**src/rtl/reg_scoreboard.sv**
```systemverilog
// reg_scoreboard: per-register busy/tag scoreboard plus a registered
// register-file write stage fed by ROB commits.
// Build option: SCOREBOARD_FWD_EN -- clear busy at the commit edge and
// forward the write-stage value to dispatch queries.
module reg_scoreboard #(
  parameter int unsigned TAG_WIDTH = 4
) (
  input  logic                 clk_in,
  input  logic                 rst_in,
  input  logic                 rdy_in,
  input  logic                 issue_valid,
  input  logic [4:0]           issue_rd,
  input  logic [TAG_WIDTH-1:0] issue_tag,
  input  logic                 commit_valid,
  input  logic [4:0]           commit_rd,
  input  logic [TAG_WIDTH-1:0] commit_tag,
  input  logic [31:0]          commit_val,
  input  logic                 flush_in,
  input  logic [4:0]           qry_reg_1,
  input  logic [4:0]           qry_reg_2,
  output logic                 qry_busy_1,
  output logic                 qry_busy_2,
  output logic [TAG_WIDTH-1:0] qry_tag_1,
  output logic [TAG_WIDTH-1:0] qry_tag_2,
  output logic                 qry_fwd_1,
  output logic                 qry_fwd_2,
  output logic [31:0]          qry_val_1,
  output logic [31:0]          qry_val_2,
  output logic [4:0]           set_reg,
  output logic [31:0]          set_val
);

  logic [31:0]          busy_q, busy_d;
  logic [TAG_WIDTH-1:0] tag_q [32];
  logic [TAG_WIDTH-1:0] tag_d [32];
  logic [4:0]           wr_reg;
  logic [31:0]          wr_val;
  logic                 wr_vld;
`ifndef SCOREBOARD_FWD_EN
  logic [TAG_WIDTH-1:0] wr_tag;
`endif

  // Next table state: busy-clear first, then flush or issue so issue wins
  always_comb begin
    busy_d = busy_q;
    for (int unsigned i = 0; i < 32; i++) tag_d[i] = tag_q[i];
`ifdef SCOREBOARD_FWD_EN
    if (commit_valid && commit_rd != '0 && tag_q[commit_rd] == commit_tag) begin
      busy_d[commit_rd] = 1'b0;
      tag_d[commit_rd]  = '0;
    end
`else
    // clear one cycle late, from the write stage, only if no newer producer
    if (wr_vld && tag_q[wr_reg] == wr_tag) begin
      busy_d[wr_reg] = 1'b0;
      tag_d[wr_reg]  = '0;
    end
`endif
    if (flush_in) begin
      busy_d = '0;
      for (int unsigned i = 0; i < 32; i++) tag_d[i] = '0;
    end else if (issue_valid && issue_rd != '0) begin
      busy_d[issue_rd] = 1'b1;
      tag_d[issue_rd]  = issue_tag;
    end
  end

  // Scoreboard table register, frozen while rdy_in is low
  always_ff @(posedge clk_in or posedge rst_in) begin
    if (rst_in) begin
      busy_q <= '0;
      for (int unsigned i = 0; i < 32; i++) tag_q[i] <= '0;
    end else if (rdy_in) begin
      busy_q <= busy_d;
      for (int unsigned i = 0; i < 32; i++) tag_q[i] <= tag_d[i];
    end
  end

  // Write stage: captures the commit, or an idle (x0) slot
  always_ff @(posedge clk_in or posedge rst_in) begin
    if (rst_in) begin
      wr_reg <= '0;
      wr_val <= '0;
      wr_vld <= 1'b0;
`ifndef SCOREBOARD_FWD_EN
      wr_tag <= '0;
`endif
    end else if (rdy_in) begin
      if (commit_valid) begin
        wr_reg <= commit_rd;
        wr_val <= commit_val;
        wr_vld <= (commit_rd != '0);
`ifndef SCOREBOARD_FWD_EN
        wr_tag <= commit_tag;
`endif
      end else begin
        wr_reg <= '0;
        wr_vld <= 1'b0;
      end
    end
  end

  assign set_reg = wr_reg;
  assign set_val = wr_val;

  // Dispatch queries: table lookup, plus write-stage forwarding when enabled
  always_comb begin
    qry_busy_1 = (qry_reg_1 != '0) && busy_q[qry_reg_1];
    qry_busy_2 = (qry_reg_2 != '0) && busy_q[qry_reg_2];
    qry_tag_1  = qry_busy_1 ? tag_q[qry_reg_1] : '0;
    qry_tag_2  = qry_busy_2 ? tag_q[qry_reg_2] : '0;
`ifdef SCOREBOARD_FWD_EN
    qry_fwd_1  = wr_vld && (qry_reg_1 == wr_reg) && !busy_q[qry_reg_1];
    qry_fwd_2  = wr_vld && (qry_reg_2 == wr_reg) && !busy_q[qry_reg_2];
    qry_val_1  = qry_fwd_1 ? wr_val : '0;
    qry_val_2  = qry_fwd_2 ? wr_val : '0;
`else
    qry_fwd_1  = 1'b0;
    qry_fwd_2  = 1'b0;
    qry_val_1  = '0;
    qry_val_2  = '0;
`endif
  end

endmodule

```
**config.mk**
```make
export PLATFORM = sky130hd
export DESIGN_NAME = reg_scoreboard
export DESIGN_NICKNAME = d
export VERILOG_FILES = /design/src/rtl/reg_scoreboard.sv
export SDC_FILE = /design/constraint.sdc
export NUM_CORES = 1
export LEC_CHECK = 0
export CAP_MARGIN = 15
export CORE_MARGIN = 2
export CORE_UTILIZATION = 40
export DETAILED_ROUTE_END_ITERATION = 8
export GPL_TIMING_DRIVEN = 0
export HOLD_SLACK_MARGIN = 0.15
export PLACE_DENSITY = 0.61
export SLEW_MARGIN = 40
export SYNTH_ARGS = -nofsm -noshare
export SYNTH_HDL_FRONTEND = slang
export SYNTH_SLANG_ARGS = --single-unit
```
**constraint.sdc**
```tcl
create_clock -name clk_in -period 13.05 [get_ports clk_in]
set_clock_uncertainty 0.1 [all_clocks]
set_input_delay 1.305 -clock clk_in [delete_from_list [all_inputs] [get_ports clk_in]]
set_output_delay 1.305 -clock clk_in [all_outputs]
set_load 0.05 [all_outputs]
```
======== Word level (Yosys, flattened, before mapping) ========
Cells that the tools add are included.
word-level totals
  input port bits ......................... 66
  output and inout bits ................... 113
  flip-flop bits (word level) ............. 202
operators by class
  equal/unequal tests ..................... 1
  reduce and logical (&&, ||, !) cells .... 13
  magnitude comparators ................... 12
  mux-type cells .......................... 32
  bitwise operators ....................... 9
operators with widths
  operator              count
  $mux W128             3
  $and A128 B128 Y128   1
  $bwmux W128           1
  $not A128 Y128        1
  $mux W32              3
  $bmux W4 S5           3
  $demux W4 S5          2
  $mux W4               10
  $and A32 B32 Y32      1
  $not A32 Y32          1
  $or A32 B32 Y32       1
  $ge A6 B6 Y1 const B  4
  $lt A5 B6 Y1 const B  4
  $not A5 Y6            4
  $reduce_bool A5 Y1    4
  $lt A6 B1 Y1 const B  2
  $bmux W1 S5           2
  $demux W1 S5          2
  $ge A5 B1 Y1 const B  2
  $logic_and A1 B1 Y1   8
  $mux W1               5
  $mux W5               1
  $eq A4 B4 Y1          1
  $reduce_and A2 Y1     1

======== Depth between registers and ports, before layout ========
  word-level depth ........................ 11
  depth in mapped cells ................... 12

======== Least setup slack after synthesis ========
No wires, ideal clock.
  path type ............................... input -> output
  from .................................... input qry_reg_1[0]
  to ...................................... output qry_busy_1
  stages on the path ...................... 6
  path slack .............................. 8034 ps
  buffers on the path ..................... 2
  arrival time ............................ 3611 ps
  required time ........................... 11645 ps
  cell sequence ........................... clkbuf_1 buf_1 mux4_2 mux4_2 mux2i_1 inv_1
between the ends
  cells in the longest elaborated chain, start to end .. 3
  elaborated cells between the ends (all ways) .. 4
  classes of those cells .................. 2 x mux; 2 x reduce/logical
ends and longest elaborated chain
  element                        line  RTL
  from (decl)                    19    input logic [4:0] qry_reg_1,
  $bmux W1 S5                    108   qry_busy_1 = (qry_reg_1 != '0) && busy_q[qry_reg_1];
  $mux W1 (implied by the code)  108
  $logic_and A1 B1 Y1 (*)        108
  to (decl)                      21    output logic qry_busy_1,
Every way passes the cells marked *; elsewhere a longest branch is shown, timed or not. The select of a mux whose other input is x is not followed.

======== Worst setup path in the final report ========
  from .................................... input qry_reg_1[0]
  to ...................................... output qry_tag_1[3]
between the ends
  cells in the longest elaborated chain, start to end .. 5
  elaborated cells between the ends (all ways) .. 9
  classes of those cells .................. 6 x mux; 1 x bitwise; 2 x reduce/logical
ends and longest elaborated chain
  element                                      line  RTL
  $not A5 Y6 (implied by the code)             110   qry_tag_1 = qry_busy_1 ? tag_q[qry_reg_1] : '0;
  $bmux W4 S5                                  110
  $mux W4 (implied by the code) (2 in series)  110
  $mux W4 (*)                                  110
  to (decl)                                    23    output logic [TAG_WIDTH-1:0] qry_tag_1,
Marked as above.

==> impl_metrics.csv <==
group,metric,value,unit
yosys,synth_cell_types,50,
floorplanning,coreArea,0.0356,mm2
clock_network,clkTransAtPathRegs,0.06,ns
routing,routed_wl,57900,um
yosys,synth_top_family_by_area,"multiplexers",
clock_network,cts_max_path_buffers,3,
yosys,async_reset_ff_frac,1.00,
pwr,vdd.ir_drop.worst,104,uV
yosys,yosys_most_used_dff,"dfrtp_1",
yosys,synth_compound_area_frac,0.125,
setup_path,crit_type,"input port to output pin",
clock_network,cts_tree,"yes",
placed_design,dp_slack,6.84,ns
yosys,synth_simple_gate_area_frac,0.215,
global_routing,grt_pass1_wl,85800,um
sta,hold_viol_final,0,
global_routing,grt_overflow_total,0,
pwr,p_total,0.00217,W
floorplanning,io_pins,179,
yosys,yosys.area_share.adder,0,
floorplanning,die_w,194,um
run_status,status,"complete, no violations",
yosys,synthDominantCellAreaShare,0.347,
floorplanning,die_height,194,um
yosys,yosys-top-cells-count,"dfrtp_1 (201), nor2_1 (148), a21oi_1 (128)",
clock_network,cts_setup_buffers,0,
sta,rsz0062_at_grt,"false",
yosys,syn_avg_cell_area,9.86,um2
sta,worst_pin_slew,0.943,ns
yosys,synth-seq-cells,201,
placed_design,placedInstanceArea,0.0164,mm2
clock_network,clkSinkCount,201,
sta,setup_tns,0,ns
sta,relSlewSlack,0.371,
yosys,synth_most_common_cell,"dfrtp_1",
setup_path,cp.required,11.64,ns
yosys,synth_area_leaders,"dfrtp_1 (35%), mux4_2 (15%), nand3b_1 (6.4%), mux2i_1 (5.1%), a21oi_1 (4.4%)",
global_routing,grtUsageTotal,0.304,
global_routing,grt_max_degree,77,
routing,via_count,13400,
routing,drt_drc_violations_left,0,
routing,drtAntennaViolNets,0,
pwr,p_leak,6.45,nW
setup_path,r2r_slack,8.91,ns
yosys,netlist_area,0.0145,mm2
floorplanning,core.rowCount,69,
clock_network,cts-root-buf,"clkbuf_16",
placed_design,place_inst,2097,
yosys,synth_top_area_cell,"dfrtp_1",
global_routing,antenna_found_initial,2,
yosys,yosys_warnings,0,
run,maxCapViolations,0,
placed_design,port_buffers,100,
global_routing,grt_pass1_vias,12700,
clock_network,clock_latency,0.58,ns
sta,finalCriticalPeriod,6.13,ns
setup_path,arrival,4.72,ns
final_layout,post-route-cell-area,0.0173,mm2
yosys,syn_inst,1469,
setup_path,critPathLaunchType,"input port",
yosys,synth-xor-area-share,0.00121,
sta,finalCritPeriodShare,0.469,
sta,setup_ws,6.92,ns
clock_network,numCtsBuffers,26,
global_routing,top_usage_layer,"met2",
placed_design,gp_congestion,0.997,
floorplanning,start_util,0.407,
placed_design,dpl.hpwl,43800,um
setup_path,reg2regPathDepth,11,
global_routing,use_met3,0.0645,
final_layout,drive_above_1_share,0.204,
setup_path,cp-end-kind,"output pin",
pwr,p_per_area,126,mW/mm2
sta,maxSlewViolCount,0,
final_layout,area_growth,19.5,%
global_routing,use_met2,0.469,
yosys,synth_edf_count,0,
final_layout,largest_reg_flops,128,
setup_path,crit_path_max_fanout,10,
sta,fmax,163,MHz
hold_path,hp-class,"flip-flop to flip-flop",
clock_network,ctsResizeCount,0,
hold_path,min_delay_path_depth,1,
clock_network,cts_hold_buffers,0,
routing,drtIter0Drc,1846,
global_routing,use_met1,0.421,
floorplanning,die_area,0.0377,mm2
yosys,yosys-mux-area-fraction,0.233,
final_layout,layout.cells.non_filler,2148,
routing,wl_per_cell,27.0,um
routing,viasPerCell,6.23,
clock_network,h-tree-depth,1,
final_layout,max_flop_register,"tag_q",
sta,setup_viol,0,
yosys,yosysSeqAreaShare,0.347,
routing,first_pass_iters,5,
final_layout,layout.nets,1731,
[worst max-delay path: stages]
cell and delay, ns:
clkbuf_1 0.32, buf_2 0.51, mux4_2 0.57, mux4_2 0.53, mux2i_2 0.53, nor2_1 0.19
clkdlybuf4s50_1 0.75
[layout by cell type, fill, tap and decap left out, drive strengths merged, types with 4 or more instances in the layout]
| cell | count |
|---|---|
| o21ai | 128 |
| clkbuf | 112 |
| buf | 119 |
| mux4 | 98 |
| conb | 66 |
| or4b | 4 |
| or4 | 7 |
| nor2 | 148 |
| a21oi | 128 |
| a22o | 5 |
| nand2 | 127 |
| and3 | 4 |
| and2 | 6 |
| mux2 | 38 |
| clkinv | 8 |
| nand3 | 7 |
| nor2b | 6 |
| nor4 | 60 |
| mux2i | 74 |
| nand4bb | 6 |
| inv | 6 |
| a31o | 6 |
| o22ai | 57 |
| dfrtp | 201 |
| nand3b | 124 |
| nand4b | 4 |
| clkdlybuf4s50 | 100 |
| nor3 | 9 |
[power breakdown]
part           switching, W  leakage (nW)  total [W]  internal [W]
logic              0.000371          3.33   0.000606      0.000235
registers          0.000115          2.69   0.000816      0.000701
clock network      0.000313         0.433   0.000750      0.000437
total              0.000799          6.45    0.00217       0.00137
[routing by layer]
metal | share of wire | vias up
li1 | - | 5730
met2 | 0.45 | 865
met5 | 0.00024 | -
met3 | 0.10 | 135
met1 | 0.41 | 6657
met4 | 0.039 | 2
[cell type report]
type	count	area (um2)
Antenna cell	2	5.00
Buffer	194	1120
Clock buffer	34	731
Clock inverter	14	159
Fill cell	3321	18300
Inverter	5	26.3
Multi-Input combinational cell	1134	8590
Sequential cell	201	5030
Tap cell	461	577
Timing Repair Buffer	103	1070
[through the flow]
step / hold WS, ns / util
6_report: 0.408 / 0.486
3_5_place_dp: 0.398 / 0.461
4_1_cts: 0.411 / 0.486
3_3_place_gp: 0.389 / 0.458
5_1_grt: 0.425 / 0.486
2_1_floorplan: 0.385 / -
[logic make-up after synthesis]
kind of cell           Yosys count
AO/OA/AOI/OAI                  333
XOR/XNOR                         2
buffers and inverters          199
flip-flops                     201
multiplexers                   210
other                            1
AND/OR/NAND/NOR                523
[path summary, 6_finish.rpt]
check | endpoint | startpoint
max in group asynchronous | tag_q[56] | rst_in
worst min-delay path | set_val[7] | set_val[7]
min in group asynchronous | set_val[16] | rst_in
worst min register to register | set_val[7] | set_val[7]
worst max-delay path | qry_tag_1[3] | qry_reg_1[0]
worst max register to register | tag_q[78] | set_reg[1]
Power figures use the tool's default switching activity.
